## config.mk

```make
export PLATFORM = sky130hd
export DESIGN_NAME = sha256_msg_sched
export DESIGN_NICKNAME = d
export VERILOG_FILES = /design/src/rtl/sha256_msg_sched.sv
export SDC_FILE = /design/constraint.sdc
export NUM_CORES = 2
export LEC_CHECK = 0
export CAP_MARGIN = 20
export CORE_MARGIN = 3
export CORE_UTILIZATION = 55
export CTS_CLUSTER_SIZE = 25
export DETAILED_ROUTE_END_ITERATION = 6
export PLACE_DENSITY = 0.87
export SETUP_SLACK_MARGIN = 0.02
export SYNTH_ARGS = -nofsm -noshare
export SYNTH_HDL_FRONTEND = slang
export SYNTH_SLANG_ARGS = --single-unit
```

## constraint.sdc

```tcl
create_clock -name clk -period 14.8 [get_ports clk]
set_clock_uncertainty 0.15 [all_clocks]
set_input_delay 1.48 -clock clk [delete_from_list [all_inputs] [get_ports clk]]
set_output_delay 1.48 -clock clk [all_outputs]
set_load 0.01 [all_outputs]
```

## src/rtl/sha256_msg_sched.sv

```systemverilog
`timescale 1ns/1ps
// sha256_msg_sched
// Producer side of the SHA-256 core's per-round word interface. It takes a
// 512-bit block as 16 serial words over valid/ready, emits the load-IV pulse
// and round enable, and supplies Wt/Kt for all 64 rounds. W16..W63 are
// expanded on the fly from a 16-word sliding window.
// Optional feature macro: SHA256_SCHED_STALL_EN adds stall_i, which freezes
// the expansion rounds and back-pressures the load rounds.
module sha256_msg_sched #(
  parameter int NUM_ROUNDS = 64,  // FIPS 180-4 value; only 64 is legal
  parameter int WIN_DEPTH  = 16   // schedule window depth; only 16 is legal
) (
  input  logic        clk,
  input  logic        rst,
  input  logic        blk_valid_i,
  input  logic [31:0] blk_word_i,
  input  logic        blk_first_i,
`ifdef SHA256_SCHED_STALL_EN
  input  logic        stall_i,
`endif
  output logic        blk_ready_o,
  output logic        ld_o,
  output logic        en_o,
  output logic [31:0] wt_o,
  output logic [31:0] kt_o,
  output logic [5:0]  round_o,
  output logic        done_o
);

  typedef enum logic [2:0] {
    IDLE   = 3'd0,
    INIT   = 3'd1,
    LOAD   = 3'd2,
    EXPAND = 3'd3,
    DONE   = 3'd4
  } state_t;

  localparam logic [5:0] LAST_LOAD  = 6'(WIN_DEPTH - 1);
  localparam logic [5:0] LAST_ROUND = 6'(NUM_ROUNDS - 1);

  state_t      state;
  state_t      state_nxt;
  logic [5:0]  t;
  logic [31:0] win [WIN_DEPTH];
  logic [31:0] w_new;
  logic        advance;
  logic        stall;

`ifdef SHA256_SCHED_STALL_EN
  assign stall = stall_i;
`else
  assign stall = 1'b0;
`endif

  // Round constant ROM: first 32 bits of the fractional parts of the cube
  // roots of the first 64 primes.
  function automatic logic [31:0] k_rom(input logic [5:0] idx);
    logic [31:0] k;
    case (idx)
      6'd0:  k = 32'h428a2f98;
      6'd1:  k = 32'h71374491;
      6'd2:  k = 32'hb5c0fbcf;
      6'd3:  k = 32'he9b5dba5;
      6'd4:  k = 32'h3956c25b;
      6'd5:  k = 32'h59f111f1;
      6'd6:  k = 32'h923f82a4;
      6'd7:  k = 32'hab1c5ed5;
      6'd8:  k = 32'hd807aa98;
      6'd9:  k = 32'h12835b01;
      6'd10: k = 32'h243185be;
      6'd11: k = 32'h550c7dc3;
      6'd12: k = 32'h72be5d74;
      6'd13: k = 32'h80deb1fe;
      6'd14: k = 32'h9bdc06a7;
      6'd15: k = 32'hc19bf174;
      6'd16: k = 32'he49b69c1;
      6'd17: k = 32'hefbe4786;
      6'd18: k = 32'h0fc19dc6;
      6'd19: k = 32'h240ca1cc;
      6'd20: k = 32'h2de92c6f;
      6'd21: k = 32'h4a7484aa;
      6'd22: k = 32'h5cb0a9dc;
      6'd23: k = 32'h76f988da;
      6'd24: k = 32'h983e5152;
      6'd25: k = 32'ha831c66d;
      6'd26: k = 32'hb00327c8;
      6'd27: k = 32'hbf597fc7;
      6'd28: k = 32'hc6e00bf3;
      6'd29: k = 32'hd5a79147;
      6'd30: k = 32'h06ca6351;
      6'd31: k = 32'h14292967;
      6'd32: k = 32'h27b70a85;
      6'd33: k = 32'h2e1b2138;
      6'd34: k = 32'h4d2c6dfc;
      6'd35: k = 32'h53380d13;
      6'd36: k = 32'h650a7354;
      6'd37: k = 32'h766a0abb;
      6'd38: k = 32'h81c2c92e;
      6'd39: k = 32'h92722c85;
      6'd40: k = 32'ha2bfe8a1;
      6'd41: k = 32'ha81a664b;
      6'd42: k = 32'hc24b8b70;
      6'd43: k = 32'hc76c51a3;
      6'd44: k = 32'hd192e819;
      6'd45: k = 32'hd6990624;
      6'd46: k = 32'hf40e3585;
      6'd47: k = 32'h106aa070;
      6'd48: k = 32'h19a4c116;
      6'd49: k = 32'h1e376c08;
      6'd50: k = 32'h2748774c;
      6'd51: k = 32'h34b0bcb5;
      6'd52: k = 32'h391c0cb3;
      6'd53: k = 32'h4ed8aa4a;
      6'd54: k = 32'h5b9cca4f;
      6'd55: k = 32'h682e6ff3;
      6'd56: k = 32'h748f82ee;
      6'd57: k = 32'h78a5636f;
      6'd58: k = 32'h84c87814;
      6'd59: k = 32'h8cc70208;
      6'd60: k = 32'h90befffa;
      6'd61: k = 32'ha4506ceb;
      6'd62: k = 32'hbef9a3f7;
      default: k = 32'hc67178f2;  // idx 63
    endcase
    return k;
  endfunction

  function automatic logic [31:0] rotr(input logic [31:0] x, input int unsigned n);
    return (x >> n) | (x << (32 - n));
  endfunction

  function automatic logic [31:0] sig0(input logic [31:0] x);
    return rotr(x, 7) ^ rotr(x, 18) ^ (x >> 3);
  endfunction

  function automatic logic [31:0] sig1(input logic [31:0] x);
    return rotr(x, 17) ^ rotr(x, 19) ^ (x >> 10);
  endfunction

  // Window slot 0 holds W[t-16] and slot WIN_DEPTH-1 holds W[t-1].
  assign w_new = sig1(win[WIN_DEPTH-2]) + win[WIN_DEPTH-7]
               + sig0(win[1]) + win[0];

  // State register.
  // NOTE: sequential state uses non-blocking assignments so every register
  // samples pre-edge values and simulation matches the synthesized flops.
  always_ff @(posedge clk or posedge rst) begin
    if (rst) state <= IDLE;
    else     state <= state_nxt;
  end

  // Next-state and output decode.
  // NOTE: every signal written here gets a default first; a path that
  // leaves one unassigned would infer a latch.
  always_comb begin
    state_nxt   = state;
    blk_ready_o = 1'b0;
    ld_o        = 1'b0;
    en_o        = 1'b0;
    wt_o        = '0;
    kt_o        = '0;
    done_o      = 1'b0;
    advance     = 1'b0;
    case (state)
      IDLE: begin
        // The word is only looked at here, never consumed.
        if (blk_valid_i) state_nxt = blk_first_i ? INIT : LOAD;
      end
      INIT: begin
        ld_o      = 1'b1;
        state_nxt = LOAD;
      end
      LOAD: begin
        blk_ready_o = ~stall;
        if (blk_valid_i && !stall) begin
          en_o    = 1'b1;
          wt_o    = blk_word_i;
          kt_o    = k_rom(t);
          advance = 1'b1;
          if (t == LAST_LOAD) state_nxt = EXPAND;
        end
      end
      EXPAND: begin
        // While stalled the window and t are frozen, so Wt/Kt simply hold.
        wt_o = w_new;
        kt_o = k_rom(t);
        if (!stall) begin
          en_o    = 1'b1;
          advance = 1'b1;
          if (t == LAST_ROUND) state_nxt = DONE;
        end
      end
      DONE: begin
        done_o    = 1'b1;
        state_nxt = IDLE;
      end
      default: state_nxt = IDLE;
    endcase
  end

  assign round_o = t;

  // Round counter: advances on every issued round, cleared in DONE.
  always_ff @(posedge clk or posedge rst) begin
    if (rst)                t <= '0;
    else if (state == DONE) t <= '0;
    else if (advance)       t <= t + 6'd1;
  end

  // Sliding window: shift in the Wt issued this round.
  // NOTE: the window is reset like ordinary state so an abandoned block
  // never leaks words into the next one and the flops stay deterministic.
  always_ff @(posedge clk or posedge rst) begin
    if (rst) begin
      for (int i = 0; i < WIN_DEPTH; i++) win[i] <= '0;
    end else if (advance) begin
      for (int i = 0; i < WIN_DEPTH - 1; i++) win[i] <= win[i+1];
      win[WIN_DEPTH-1] <= wt_o;
    end
  end

endmodule

```

==> impl_metrics.env <==
export IMPL_dieArea_sq_mm=0.0523
export IMPL_yosysWarnings=0
export IMPL_max_cap_viol_count=0
export IMPL_stdcell_count=3949
export IMPL_synth_commonest_cells="1,392 x nand2_1, 521 x dfrtp_1, 193 x clkbuf_1, 165 x o21ai_0, 145 x inv_1"
export IMPL_hold_viol=0
export IMPL_post_dp_cell_area_sq_mm=0.0286
export IMPL_first_pass_iters=7
export IMPL_outcome="complete, but fails checks"
export IMPL_grt_max_degree=247
export IMPL_ant_nets=0
export IMPL_synth_top_area_share=0.478
export IMPL_drv_slew=0
export IMPL_clk_pin_slew_ns=0.07
export IMPL_routedWlPerCell_um=19.7
export IMPL_violations="DRC"
export IMPL_synthTopCellsByArea="dfrtp_1 48%, nand2_1 19%, fa_1 4.5%"
export IMPL_cts_sinks=521
export IMPL_die_x_um=229
export IMPL_cts_resized=0
export IMPL_drc=9
export IMPL_grt_pass1_wl_um=122000
export IMPL_synthArstFlopShare=1.00
export IMPL_tritoncts="yes"
export IMPL_die_h_um=229
export IMPL_postCtsSetupBuffers=0
export IMPL_yosysMostFrequentCell="nand2_1"
export IMPL_regArea_sq_mm=0.0130
export IMPL_final_setup_viol_count=0
export IMPL_fillers=4003
export IMPL_synth_net_count=3441
export IMPL_initial_utilization=0.558
export IMPL_reg2reg_from="state[1]$_DFFE_PP0P_"
export IMPL_ios=110
export IMPL_num_vias=22900
export IMPL_max_clock_path_buffers=3
export IMPL_syn_area_sq_mm=0.0273
export IMPL_tightest_slew_ns=1.26
export IMPL_layout_drive_gt1_share=0.0429
export IMPL_cts_root_buf="clkbuf_16"
export IMPL_period_minus_slack_ns=7.13
export IMPL_core_area_sq_mm=0.0490
export IMPL_synth_edf_count=0
export IMPL_final_setup_tns_ns=0
export IMPL_timing_final_crit_share=0.482
export IMPL_worst_setup_path_end_kind="output pin"
export IMPL_ff2ff_setup_slack_ns=9.95
export IMPL_yosysUniqueCellTypes=70
export IMPL_drt_iter0_drc=2981
export IMPL_cts_made_buffers=52
export IMPL_wl_met1_um=31300
export IMPL_grt_setup_unrepaired="false"
export IMPL_synthCells=3291
export IMPL_hold_buffers=0
export IMPL_rows=81
export IMPL_worst_path_max_fanout=5
export IMPL_worst_endpoint_required_ns=13.17
export IMPL_hp_class="register to register"
export IMPL_cts_max_level=2
export IMPL_gp_congestion=1.05
export IMPL_vias_per_cell=5.80
export IMPL_multiInputGateArea_sq_mm=0.0128
export IMPL_track_usage=0.294
export IMPL_place_inst=3852
export IMPL_wl_um=77900
export IMPL_fmax_mhz=140
export IMPL_crit_start="win[52]$_DFFE_PP0P_"
export IMPL_grt_antenna_before_repair=0
export IMPL_cp_start_kind="register"
export IMPL_dr_wl_met2_um=35200
export IMPL_antennaDiodeCount=0
export IMPL_dr_max_layer_used="met4"
export IMPL_min_delay_start="win[323]$_DFFE_PP0P_"
export IMPL_ys_flop_type="dfrtp_1"
export IMPL_cp_data_arrival_time_ns=5.50
export IMPL_fin_area_sq_mm=0.0304
export IMPL_areaGrowthSynthToFinish_pct=11.4
export IMPL_wl_met3_um=7140
export IMPL_avgSynthCellArea_sq_um=8.30
export IMPL_grt_ovfl_total=0
export IMPL_synth_seq_cells=521
export IMPL_yosysSeqAreaShare=0.478
export IMPL_criticalPathCategory="register to output pin"
export IMPL_hpwl_um=51900
export IMPL_port_buffers=109
export IMPL_grt_pass1_vias=21900
export IMPL_synth_largest_area_cell="dfrtp_1"
export IMPL_final_nets=3392
export IMPL_relSlewSlack=0.159
export IMPL_clk_latency_ns=0.63
layout by cell type, fill, tap and decap left out, types with 30 or more instances in the layout:
cell	Yosys	routed
clkdlybuf4s50_1	0	109
a21o_1	36	36
clkbuf_16	0	52
ha_1	52	52
inv_1	145	144
a21oi_1	102	102
o21ai_0	165	165
nor3_1	30	30
nor2_1	116	114
a211oi_1	31	31
fa_1	62	62
nand2_1	1392	1392
xor2_1	55	55
xnor2_1	91	91
dfrtp_1	521	517
through the flow:
| step | hold WS, ns | utilization | setup slack (ns) |
|---|---|---|---|
| after CTS | 0.284 | 0.621 | 7.68 |
| after global routing | 0.314 | 0.621 | 7.47 |
| after floorplan | 0.288 | - | 6.09 |
| after global placement | 0.294 | 0.584 | 8.45 |
| after detailed placement | 0.297 | 0.584 | 8.38 |
| final | 0.289 | 0.621 | 7.67 |
flip-flops by register name, summed over array words and instances (netlist names):
name / flops
win: 512
state: 3
round_o: 6
path summary, 6_finish.rpt:
| path | endpoint | cells after the start |
|---|---|---|
| max reg2reg | win[90]$_DFFE_PP0P_ | 9 |
| min reg2reg | win[355]$_DFFE_PP0P_ | 2 |
| max in group asynchronous | win[164]$_DFFE_PP0P_ | 6 |
| min | win[355]$_DFFE_PP0P_ | 2 |
| max | wt_o[25] | 16 |
| min in group asynchronous | win[384]$_DFFE_PP0P_ | 3 |
logic make-up after synthesis:
family,synth area share
mux,0.00733
flops,0.478
simple gates,0.235
xor+xnor,0.0468
buf+inv,0.0530
fa+ha+maj,0.0693
compound gates,0.111
cell type report:
type	instances	area share
timing repair buffer	134	0.0433
sequential	521	0.429
multi-input combinational	2386	0.422
inverter	147	0.0185
tap	664	0.0273
clock inverter	24	0.0100
clock buffer	73	0.0500
metal layers:
layer / GRT usage / up-vias
li1: - / 10400
met1: 0.409 / 11000
met2: 0.453 / 1209
met3: 0.0520 / 253
met4: 0.139 / 0
met5: 0 / -
critical path, cell delays in order, from the launching register on:
cell             delay (ns)
dfrtp_1                0.46
xor2_1                 0.21
xnor2_1                0.21
fa_1                   0.47
fa_1                   0.44
inv_1                  0.07
ha_1                   0.17
inv_1                  0.07
fa_1                   0.47
and2b_1                0.25
o2111ai_2              0.17
and2_1                 0.23
o31ai_2                0.43
a21oi_2                0.15
or4_1                  0.44
nand3_1                0.12
clkdlybuf4s50_1        0.54
Power is not shown: default switching activity piles up to over one toggle a cycle in this logic, so the estimate is an artifact.
